==> src/rtl/tx_frame_shifter_if.sv <==
// Payload, control and serializer-side signals of tx_frame_shifter, grouped by direction of drive.
interface tx_frame_shifter_if;
  logic        start;
  logic        bypass;
  logic [4:0]  bit_offset;
  logic [31:0] s_data;
  logic        s_valid;
  logic        s_ready;
  logic [31:0] dout;
  logic        train_done;
  logic        sync_pulse;

  modport master (
    output start, bypass, bit_offset, s_data, s_valid,
    input  s_ready, dout, train_done, sync_pulse
  );

  modport slave (
    input  start, bypass, bit_offset, s_data, s_valid,
    output s_ready, dout, train_done, sync_pulse
  );
endinterface

==> src/rtl/tx_frame_shifter.sv <==
// Sync training burst then payload with periodic sync, bit-shifted into dout (2 cycles, 1 in bypass); s_ready drops only in sync slots.
// Optional TX_PRBS_FILL_EN: empty payload slots carry PRBS-7 instead of IDLE_WORD.
module tx_frame_shifter #(
  parameter logic [31:0] SYNC_WORD   = 32'hBC3C_5A5A,
  parameter logic [31:0] IDLE_WORD   = 32'h0000_0000,
  parameter int          TRAIN_LEN   = 64,
  parameter int          SYNC_PERIOD = 256
) (
  input  logic              clk,
  input  logic              rst,
  tx_frame_shifter_if.slave bus
);

  localparam int TW = (TRAIN_LEN > 1) ? $clog2(TRAIN_LEN) : 1;
  localparam int PW = (SYNC_PERIOD > 1) ? $clog2(SYNC_PERIOD) : 1;
  localparam logic [TW-1:0] TRAIN_LAST = TW'(TRAIN_LEN - 1);
  localparam logic [PW-1:0] SLOT_LAST  = PW'(SYNC_PERIOD - 1);

  typedef enum logic [1:0] {ST_IDLE, ST_TRAIN, ST_DATA} state_t;

  state_t        state;
  logic [TW-1:0] train_cnt;
  logic [PW-1:0] cnt;
  logic [4:0]    offset;
  logic [31:0]   fw, fw_d, dout_q;
  logic          train_done_q, sync_q;
  logic [31:0]   framed, fill_word, shifted;
  logic          is_sync, fill_slot;

  assign bus.s_ready    = ~rst & (state == ST_DATA) & (cnt != SLOT_LAST);
  assign fill_slot      = bus.s_ready & ~bus.s_valid;
  assign shifted        = 32'({fw, fw_d} >> offset);
  assign bus.dout       = dout_q;
  assign bus.train_done = train_done_q;
  assign bus.sync_pulse = sync_q;

`ifdef TX_PRBS_FILL_EN
  logic [6:0]  lfsr, lfsr_nxt;
  logic [31:0] prbs_word;

  // x^7+x^6+1, 32 steps per fill word; bit 0 is the first bit generated.
  always_comb begin
    lfsr_nxt  = lfsr;
    prbs_word = '0;
    for (int i = 0; i < 32; i++) begin
      prbs_word[i] = lfsr_nxt[6] ^ lfsr_nxt[5];
      lfsr_nxt     = {lfsr_nxt[5:0], prbs_word[i]};
    end
  end

  assign fill_word = prbs_word;

  always_ff @(posedge clk) begin
    if (rst)                                lfsr <= 7'h7F;
    else if (state == ST_IDLE && bus.start) lfsr <= 7'h7F;
    else if (fill_slot)                     lfsr <= lfsr_nxt;
  end
`else
  assign fill_word = IDLE_WORD;
`endif

  always_comb begin
    framed  = IDLE_WORD;
    is_sync = 1'b0;
    case (state)
      ST_TRAIN: begin
        framed  = SYNC_WORD;
        is_sync = 1'b1;
      end
      ST_DATA: begin
        if (cnt == SLOT_LAST) begin
          framed  = SYNC_WORD;
          is_sync = 1'b1;
        end else if (bus.s_valid) begin
          framed = bus.s_data;
        end else begin
          framed = fill_word;
        end
      end
      default: ;
    endcase
  end

  always_ff @(posedge clk) begin
    if (rst) begin
      state        <= ST_IDLE;
      train_cnt    <= '0;
      cnt          <= '0;
      offset       <= '0;
      fw           <= IDLE_WORD;
      fw_d         <= IDLE_WORD;
      dout_q       <= '0;
      train_done_q <= 1'b0;
      sync_q       <= 1'b0;
    end else begin
      fw     <= framed;
      fw_d   <= fw;
      sync_q <= is_sync;
      dout_q <= bus.bypass ? fw : shifted;
      case (state)
        ST_IDLE: begin
          if (bus.start) begin
            state     <= ST_TRAIN;
            offset    <= bus.bit_offset;
            train_cnt <= '0;
            cnt       <= '0;
          end
        end
        ST_TRAIN: begin
          if (!bus.start) begin
            state <= ST_IDLE;
          end else if (train_cnt == TRAIN_LAST) begin
            state        <= ST_DATA;
            cnt          <= '0;
            train_done_q <= 1'b1;
          end else begin
            train_cnt <= train_cnt + 1'b1;
          end
        end
        ST_DATA: begin
          // The current slot always completes, even when start has dropped.
          cnt <= (cnt == SLOT_LAST) ? '0 : cnt + 1'b1;
          if (!bus.start) begin
            state        <= ST_IDLE;
            train_done_q <= 1'b0;
          end
        end
        default: state <= ST_IDLE;
      endcase
    end
  end

endmodule

==> src/flat_wrapper.sv <==
// flat-port wrapper written by rule: the top's interface ports become plain ports
module tx_frame_shifter_flat 
#(
  parameter logic [31:0] SYNC_WORD   = 32'hBC3C_5A5A,
  parameter logic [31:0] IDLE_WORD   = 32'h0000_0000,
  parameter int          TRAIN_LEN   = 64,
  parameter int          SYNC_PERIOD = 256
)
  (clk, rst, bus_start, bus_bypass, bus_bit_offset, bus_s_data, bus_s_valid, bus_s_ready, bus_dout, bus_train_done, bus_sync_pulse);
  tx_frame_shifter_if bus_i ();
  input  logic clk;
  input  logic rst;
  input wire logic [$bits(bus_i.start)-1:0] bus_start;
  input wire logic [$bits(bus_i.bypass)-1:0] bus_bypass;
  input wire logic [$bits(bus_i.bit_offset)-1:0] bus_bit_offset;
  input wire logic [$bits(bus_i.s_data)-1:0] bus_s_data;
  input wire logic [$bits(bus_i.s_valid)-1:0] bus_s_valid;
  output wire logic [$bits(bus_i.s_ready)-1:0] bus_s_ready;
  output wire logic [$bits(bus_i.dout)-1:0] bus_dout;
  output wire logic [$bits(bus_i.train_done)-1:0] bus_train_done;
  output wire logic [$bits(bus_i.sync_pulse)-1:0] bus_sync_pulse;
  assign bus_i.start = bus_start;
  assign bus_i.bypass = bus_bypass;
  assign bus_i.bit_offset = bus_bit_offset;
  assign bus_i.s_data = bus_s_data;
  assign bus_i.s_valid = bus_s_valid;
  assign bus_s_ready = bus_i.s_ready;
  assign bus_dout = bus_i.dout;
  assign bus_train_done = bus_i.train_done;
  assign bus_sync_pulse = bus_i.sync_pulse;
  tx_frame_shifter #(.SYNC_WORD(SYNC_WORD), .IDLE_WORD(IDLE_WORD), .TRAIN_LEN(TRAIN_LEN), .SYNC_PERIOD(SYNC_PERIOD)) u_core (.clk(clk), .rst(rst), .bus(bus_i));
endmodule
==> config.mk <==
export PLATFORM = sky130hd
export DESIGN_NAME = tx_frame_shifter_flat
export DESIGN_NICKNAME = d
export VERILOG_FILES = /design/src/rtl/tx_frame_shifter_if.sv /design/src/rtl/tx_frame_shifter.sv /design/src/flat_wrapper.sv
export SDC_FILE = /design/constraint.sdc
export NUM_CORES = 1
export LEC_CHECK = 0
export ABC_AREA = 1
export BUFFER_PORTS_ARGS = -buffer_cell sky130_fd_sc_hd__buf_2
export CORE_MARGIN = 2
export CORE_UTILIZATION = 25
export DETAILED_ROUTE_END_ITERATION = 7
export SLEW_MARGIN = 5
export SYNTH_ARGS = -nofsm -noshare
export SYNTH_HDL_FRONTEND = slang
export SYNTH_SLANG_ARGS = --single-unit
==> constraint.sdc <==
create_clock -name clk -period 4.2 [get_ports clk]
set_input_delay 0.84 -clock clk [delete_from_list [all_inputs] [get_ports clk]]
set_output_delay 0.84 -clock clk [all_outputs]
set_load 0.005 [all_outputs]
==> results of run 1 <==
-- registers in the layout, indices dropped and copies added (netlist names) --
register and cells:
u_core.bus.sync_pulse 1, u_core.cnt 8, u_core.offset 5, u_core.fw_d 32, u_core.fw 32, u_core.bus.train_done 1, u_core.bus.dout 32, u_core.state 2
u_core.train_cnt 6
-- layout make-up --
cell class	instances	area, sq um	area share, %
Clock buffer	18	429	5.15
Clock inverter	14	163	1.95
Inverter	81	318	3.82
Multi-Input combinational cell	821	4100	49.2
Sequential cell	119	2390	28.6
Tap cell	384	480	5.77
Timing Repair Buffer	86	455	5.47
-- through the flow --
step	total power [mW]	instance area (sq um)	hold WS [ps]
global route	4.82	8330	481
finish	4.57	8330	461
global placement	3.08	7740	432
CTS	4.57	8330	463
floorplan	2.64	7250	410
detailed placement	3.08	7740	445
-- synth_stat cells, types with 12 or more instances --
library cell / n
inv_1: 77
clkbuf_1: 15
nand2_1: 228
o21ai_0: 16
nor2_1: 48
nand3_2: 17
nor3b_1: 12
a21oi_1: 45
buf_2: 36
dfxtp_1: 119
nand3_1: 397
-- tightest hold or removal path, cell delays in order, from the launching register on --
cell	delay, ps
dfxtp_1	290
inv_1	70
nor2_1	50
-- layer usage --
layer / global-route usage, % / wire [um] / vias up
met4: 7.74 / 1010 / 2
met1: 22.5 / 11000 / 3633
met2: 27.1 / 11900 / 384
met5: 0 / 13 / -
met3: 2.34 / 1870 / 66
li1: - / - / 3765
-- worst paths after layout --
check	end	slack [ps]
setup / recovery	bus_s_ready	1290
hold / removal	u_core.fw_d[31]$_SDFF_PP0_	460
setup reg to reg	u_core.bus.dout[30]$_SDFF_PP0_	1770
hold reg to reg	u_core.fw_d[31]$_SDFF_PP0_	460
-- power breakdown --
part	switching (mW)	internal, mW
logic	1.21	0.514
registers	0.117	1.25
clock network	0.593	0.890
-- kinds of logic (layout without fill, tap and decap cells) --
| kind of cell | after synthesis | in the layout | share of synthesized area (%) |
|---|---|---|---|
| AOI/OAI and AO/OA | 81 | 81 | 6.47 |
| xor gates and xnor gates | 3 | 3 | 0.362 |
| adders and majority gates | 6 | 6 | 1.03 |
| buffers and inverters | 157 | 199 | 10.7 |
| DFF | 119 | 119 | 32.8 |
| and+or+nand+nor | 731 | 731 | 48.6 |
-- layout by cell type, fill, tap and decap left out, drive strengths merged, types with 2 or more instances in the layout --
| master | count |
|---|---|
| clkinvlp | 2 |
| nand3 | 414 |
| a21oi | 47 |
| bufinv | 2 |
| inv | 88 |
| clkbuf | 18 |
| o21ai | 25 |
| buf | 86 |
| xor2 | 3 |
| nand2 | 248 |
| nor2 | 51 |
| clkinv | 3 |
| o211a | 2 |
| ha | 6 |
| nor3b | 12 |
| nor3 | 5 |
| dfxtp | 119 |
==> metrics, run 1 <==
status complete, no violations; fin nets 1174; Crit Path Class register to output port; slowest stage cell, crit path nor2_4; element type at the critical path end output port; worst path bufs/invs 1; Hold Crit Class register to register; clk buf depth 2; area growth from synthesis to layout 14.8%; starting density of the core 25.3%; CP required 3360 ps; Routed WL 25800 um; clock-pin transition on the worst setup and hold timing paths 60 ps; setup bufs post-CTS 0; kind of start point of the critical path register; Final setup viols 0; Async S/R FF share, synth 0%; Worst-Margin Slew 1230 ps; first-iteration detailed-routing DRC count 794; CP Launch Point u_core.cnt[0]$_SDFFE_PP0P_; CP Depth 7; core area 0.0286 sq mm; total of max-cap violations 0; Gate Count Post-Synth 1097; Final period util 69.4%; share of the core filled with cells between 20% and 30%; antenna fix cells 0; Num CTS Buffers 17; syn avg cell area between 6 and 7 sq um; WP data arrival 2070 ps; Top Ports 77; clk root buf clkbuf_16; FF+latch count, synth 119; final antenna-violating net count 0; register area share after synthesis 32.8%; DIE WIDTH 174 um; main flop type after synthesis dfxtp_1; antenna violations before repair 1; largest vdd supply drop 0.000247 V; iteration count of the initial detailed-routing pass 8; setup ws final roughly 1300 ps; H-tree Lvls 4; clk_lat worst skew 420 ps; All-Layer GR Usage 16.9%; FMAX about 0.34 GHz; first-pass GRT wire length 40300 um; DR WL/cell 16.9 um; RSZ-0062 raised after global routing false; CTS Sinks 119; worst r2r src u_core.offset[1]$_SDFFE_PP0P_; Post-synth EDFFs 0; count of different cell masters after synthesis 40; number of port buffers 76; Placement Rows 62; critical path fanouts, max 16; Net Count, Synth 1145; Power per Cell Area 549 mW/mm^2; fraction of layout cells with a size suffix above 1 15.1%; fin cells 1523; Die Y 174 um; Final TNS setup 0 ps; Hold-fix buffers, CTS 0; vias in the first global route 7216; dpl hpwl 18600 um; max_slew headroom 17.7%; largest net degree at the start of global routing 64; # DRC 0; fillers around 3200; reg2reg path depth 6; Cell Area, Synth 0.00725 sq mm; total grt overflow 0; Yosys warnings 0; TritonCTS clock tree yes; Max Slew Vio Count 0; Die ar. slightly above 0.03 sq mm; Final Hold Viols 0; Crit path max-delay family simple AND/OR/NAND/NOR gates; Worst Skew 10.9 ps; worst hold stages 2; Hold Path Origin u_core.fw[31]$_SDFF_PP0_; P_leak 3.70 nW; post-cts resize count 0; critical-path cell list ha_1 -> nand2_1 -> nor2_1 -> nand3_1 -> nor2_4 -> nor3_1 -> buf_2; Final min period 2910 ps; vias per cell 5.15; max incr delay on CP 430 ps; dpl ws 1710 ps; Via Count around 7900; Area contributors post-synth dfxtp_1, nand3_1, nand2_1, inv_1, a21oi_1; Synth area leader dfxtp_1; Cells after DPL 1491; gp weighted congestion 0.921; share of the synthesized area in the top cell type 32.8%
(Power assumes the default switching activity.)
==> run 2: changes to the inputs <==
==> constraint.sdc (replaced) <==
create_clock -name clk -period 2.4 [get_ports clk]
set_input_delay 0.48 -clock clk [delete_from_list [all_inputs] [get_ports clk]]
set_output_delay 0.48 -clock clk [all_outputs]
set_load 0.005 [all_outputs]
==> run 2 against run 1 <==
Net effect:
- worst setup slack got worse by 1100 ps
- first-iteration DRC count increased by 1.4%
- die area unchanged
- critical path depth decreased by 2
- flip-flop and latch count unchanged
- clock-buffer cell count increased by 5
- wire length decreased by 0.28%
- highest routed layer is now met4
- critical path type unchanged
- final cell count increased by 0.39%
- global-route usage decreased by 0.10 points
- sequential power increased by 72%
- final area increased by 1.3%
==> metrics, run 2 (synthesis results as in run 1) <==
status complete, no violations; Max Slew Vio Count 0 (unchanged); Crit path max-delay family buffers and inverters; total grt overflow 0 (unchanged); P_leak 3.77 nW (+1.7%); # DRC 0 (unchanged); CTS Sinks 119 (unchanged); WP data arrival 1770 ps (-300 ps); element type at the critical path end output port; share of the core filled with cells 29.5% (+0.38 points); antenna fix cells 0 (unchanged); RSZ-0062 raised after global routing false; Routed WL 25700 um (-0.28%); Num CTS Buffers 17 (unchanged); Power per Cell Area 959 mW/mm^2 (+75%); FMAX around 0.44 GHz; TritonCTS clock tree yes; Placement Rows 62 (unchanged); largest vdd supply drop 0.000554 V (+120%); DIE WIDTH 174 um (unchanged); Final period util 93.7%; slowest stage cell, crit path dfxtp_1; vias in the first global route 7131 (-1.2%); Placement Cell Area 0.00783 sq mm (+1.2%); total of max-cap violations 0 (unchanged); Final min period 2250 ps; Hold-fix buffers, CTS 0 (unchanged); Final setup viols 0 (unchanged); final antenna-violating net count 0 (unchanged); largest net degree at the start of global routing 64 (unchanged); number of port buffers 76 (unchanged); starting density of the core 25.3% (unchanged); worst path bufs/invs 3 (+2); Final TNS setup 0 ps (unchanged); most used cell along the critical path inv_1; clk buf depth 2 (unchanged); clk_lat worst skew 420 ps (about the same); iteration count of the initial detailed-routing pass 6 (-2); area growth from synthesis to layout 16.3%; Final Hold Viols 0 (unchanged); Crit Path Class register to output port; Design Area, Final 0.00844 sq mm (+1.3%); Top Ports 77 (unchanged); H-tree Lvls 4 (unchanged); antenna violations before repair 0 (-1); Die ar. 0.0304 sq mm (unchanged); max_slew headroom 62.2% (+44 points); Hold Crit Class primary input to register; All-Layer GR Usage 16.8% (-0.10 points); first-iteration detailed-routing DRC count 805 (+1.4%); CP required 1920 ps (-1440 ps); post-cts resize count 0 (unchanged); fin nets 1180 (+0.51%); DR WL/cell 16.8 um (-0.67%); core area 0.0286 sq mm (unchanged); critical path fanouts, max 5 (-11); kind of start point of the critical path register; most common cell after layout, fill and taps aside nand3_1; Via Count 7701 (-1.9%); Die Y 174 um (unchanged); clk root buf clkbuf_16; max incr delay on CP 330 ps (-100 ps); setup bufs post-CTS 0 (unchanged); dpl hpwl 18500 um (-0.40%); gp weighted congestion 0.962 (+4.4%); Worst-Margin Slew 567 ps (-666 ps); fraction of layout cells with a size suffix above 1 15.5% (+0.36 points); clock-pin transition on the worst setup and hold timing paths 60 ps (about the same); critical-path cell list inv_1 -> ha_1 -> inv_1 -> nor3_2 -> buf_2; most frequent cells in the layout nand3_1, nand2_1, dfxtp_1; vias per cell 5.04 (-2.3%); Worst Skew 7.74 ps (-3.15 ps); first-pass GRT wire length 39900 um (-0.94%)
==> run 2: changes by cell type in the layout (fill, tap and decap cells not counted), sizes merged <==
cell | previous run | this run
bufinv | 2 | 3
clkinv | 3 | 6
buf | 86 | 92
inv | 88 | 80
clkinvlp | 2 | 1
clkbuf | 18 | 23
==> run 2: cell type report <==
cell class | instances | area [sq um]
inverter | 81 | 318
timing repair buffer | 92 | 551
tap | 384 | 480
fill | 3149 | 20200
sequential | 119 | 2390
clock inverter | 9 | 123
clock buffer | 23 | 478
multi-input combinational | 821 | 4100
==> run 2: metal layers <==
layer | GRT usage (%) | up-vias | wire (um)
met2 | 26.8 | 331 | 11900
met1 | 22.4 | 3563 | 11300
met5 | 0 | - | 0
met3 | 2.73 | 47 | 1760
met4 | 7.32 | 0 | 818
li1 | - | 3760 | -
==> run 2: final timing paths <==
path | start | end | slack (ps) | cells after the start
setup / recovery | u_core.state[0]$_SDFFE_PP0P_ | bus_s_ready | 150 | 5
hold / removal | bus_s_data[2] | u_core.fw[2]$_SDFF_PP0_ | 280 | 3
setup reg to reg | u_core.offset[0]$_SDFFE_PP0P_ | u_core.bus.dout[22]$_SDFF_PP0_ | 450 | 9
hold reg to reg | u_core.fw[31]$_SDFF_PP0_ | u_core.fw_d[31]$_SDFF_PP0_ | 440 | 2
==> run 2: per-stage QoR <==
step	std cells	worst slack [ps]	power (mW)	hold slack [ps]
6_report	1529	151	8.09	280
3_5_place_dp	1497	495	5.43	435
3_3_place_gp	1497	504	5.43	434
2_1_floorplan	1097	825	4.61	410
5_1_grt	1529	56.9	8.52	279
4_1_cts	1529	82.1	8.07	267
==> run 2: worst register-to-register path, cell delays in order, from the launching register on <==
cell,delay (ps)
dfxtp_2,420
buf_4,450
nand2_1,210
nand3_2,120
nand3_1,100
nand3_1,150
nand3_1,150
nand3_1,160
nand2_1,70
inv_1,60
==> run 2: power breakdown <==
group	switching, mW	internal (mW)	leakage, nW	total, mW
sequential	0.173	2.19	0.968	2.36
combinational	2.15	0.949	2.50	3.10
clock	0.929	1.70	0.297	2.63
total	3.25	4.84	3.77	8.09
==> run 3: changes to the inputs <==
--- a/config.mk
+++ b/config.mk
@@ -10,6 +10,8 @@
 export CORE_MARGIN = 2
 export CORE_UTILIZATION = 25
 export DETAILED_ROUTE_END_ITERATION = 7
+export MAX_ROUTING_LAYER = met4
+export PLACE_DENSITY_LB_ADDON = 0.12
 export SLEW_MARGIN = 5
 export SYNTH_ARGS = -nofsm -noshare
 export SYNTH_HDL_FRONTEND = slang
==> run 3 against run 2 <==
Net effect:
- clock power increased by 7%
- via count decreased by 1.1%
- clock-buffer cell count unchanged
- highest routed layer unchanged
==> metrics, run 3 (synthesis results as in run 1) <==
All-Layer GR Usage 19.2% (+2.4 points); Die Y 174 um (unchanged); final antenna-violating net count 0 (unchanged); largest vdd supply drop 0.000375 V (-32%); Final Hold Viols 0 (unchanged); clk buf depth 2 (unchanged); number of port buffers 76 (unchanged); first-pass GRT wire length 43000 um (+7.9%); Top Ports 77 (unchanged); kind of start point of the critical path register; Flop pwr share 28.3% (-0.9 points); fin cells 1531 (+0.13%); # DRC 0 (unchanged); TritonCTS clock tree yes; antenna fix cells 0 (unchanged); Final TNS setup 0 ps (unchanged); Final min period 2240 ps (-11.9 ps); FMAX 0.447 GHz (+0.53%); vias per cell 4.98 (-1.2%); clock-pin transition on the worst setup and hold timing paths 60 ps (about the same); dpl hpwl 20600 um (+11%); Comb power frac 38.0% (-0.3 points); largest net degree at the start of global routing 64 (unchanged); most common cell after layout, fill and taps aside nand3_1; Design Area, Final 0.00852 sq mm (+0.98%); area growth from synthesis to layout 17.5%; starting density of the core 25.3% (unchanged); DR WL/cell 18.4 um (+9.4%); total grt overflow 0 (unchanged); clock share of power 33.7% (+1.1 points); most frequent cells in the layout nand3_1, nand2_1, dfxtp_1; Crit Path Class register to output port; status complete, no violations; element type at the critical path end output port; worst r2r src u_core.state[0]$_SDFFE_PP0P_; Placement Cell Area 0.00789 sq mm (+0.77%); DIE WIDTH 174 um (unchanged); Worst Skew 21.2 ps (+13.5 ps); Switching Fraction 40.2% (about the same); vias in the first global route 7310 (+2.5%); CP Launch Point u_core.state[0]$_SDFFE_PP0P_; antenna violations before repair 0 (unchanged); critical path fanouts, max 5 (unchanged); clk root buf clkbuf_16; Power per Cell Area 978 mW/mm^2 (+2.0%); H-tree Lvls 4 (unchanged); max_slew headroom 60.1% (-2.1 points); Placement Rows 62 (unchanged); P_leak 3.80 nW (+0.82%); core area 0.0286 sq mm (unchanged); CTS Sinks 119 (unchanged); RSZ-0062 raised after global routing false; iteration count of the initial detailed-routing pass 5 (-1); Internal 4.99 mW (+3.0%); clk_lat worst skew 440 ps (+20 ps); Hold Path Origin bus_s_data[21]; NetSw 3.35 mW (+3.0%); fraction of layout cells with a size suffix above 1 15.6% (+0.15 points); total of max-cap violations 0 (unchanged); first-iteration detailed-routing DRC count 624 (-22%); Num CTS Buffers 17 (unchanged); Max Slew Vio Count 0 (unchanged); Via Count 7617 (-1.1%); Routed WL 28200 um (+9.5%); Hold Crit Class primary input to register; fin nets 1183 (+0.25%); Final period util 93.2% (-0.49 points); WP data arrival 1760 ps (about the same); Final setup viols 0 (unchanged); gp weighted congestion 0.874 (-9.1%); Worst-Margin Slew 598 ps (+31.2 ps); CP required 1920 ps (about the same); Die ar. 0.0304 sq mm (unchanged); Cells after DPL 1500 (+0.20%); Hold-fix buffers, CTS 0 (unchanged)
==> run 3: changes by cell type in the layout (fill, tap and decap cells not counted) <==
cell | previous run | this run
bufinv_16 | 3 | 4
clkinvlp_4 | 1 | 2
clkinv_2 | 6 | 3
buf_12 | 4 | 7
==> run 3: cell type report <==
type | count | area (sq um)
tap | 384 | 480
multi-input combinational | 821 | 4100
clock buffer | 23 | 478
timing repair buffer | 95 | 611
sequential | 119 | 2390
inverter | 81 | 318
fill | 3189 | 20100
clock inverter | 8 | 145
==> run 3: worst max-delay path, stage by stage, from the launching register on <==
cell,delay (ps)
dfxtp_1,330
inv_1,100
ha_1,260
inv_1,180
nor3_2,300
buf_2,160
==> run 3: power by group through the flow <==
stage          Sequential (mW)  Combinational (mW)  Clock [mW]
3_5_place_dp              2.40                3.15           0
6_report                  2.36                3.17        2.81
3_3_place_gp              2.40                3.17           0
4_1_cts                   2.35                3.17        2.85
2_1_floorplan             2.33                2.29           0
5_1_grt                   2.38                3.51        2.94
==> run 3: per-stage QoR <==
step	total power, mW	hold WS [ps]	utilization (%)	worst slack [ps]
after global routing	8.83	291	29.8	24.5
after detailed placement	5.55	453	27.6	432
after floorplan	4.61	410	-	825
after CTS	8.38	266	29.8	100
after global placement	5.57	458	27.6	468
final	8.34	272	29.8	163
==> run 3: layer usage <==
layer,wire length (um),vias to the layer above,track usage (%),part of all wire [%]
met4,671,0,6.65,2.4
met2,12900,230,29.6,46
met5,0,-,-,0
met3,1100,42,1.88,3.9
met1,13500,3582,26.1,48
li1,-,3763,-,-
==> run 3: path summary, 6_finish.rpt <==
path / cells after the start / to / slack (ps)
max: 5 / bus_s_ready / 160
min: 3 / u_core.fw[21]$_SDFF_PP0_ / 270
min reg2reg: 2 / u_core.fw_d[31]$_SDFF_PP0_ / 470
max reg2reg: 6 / u_core.fw[10]$_SDFF_PP0_ / 570
==> run 3: what timing repair did <==
action,4_1_cts,5_1_grt
setup buffers,0,0
setup endpoints to repair,1,0
gates resized for setup,1,0
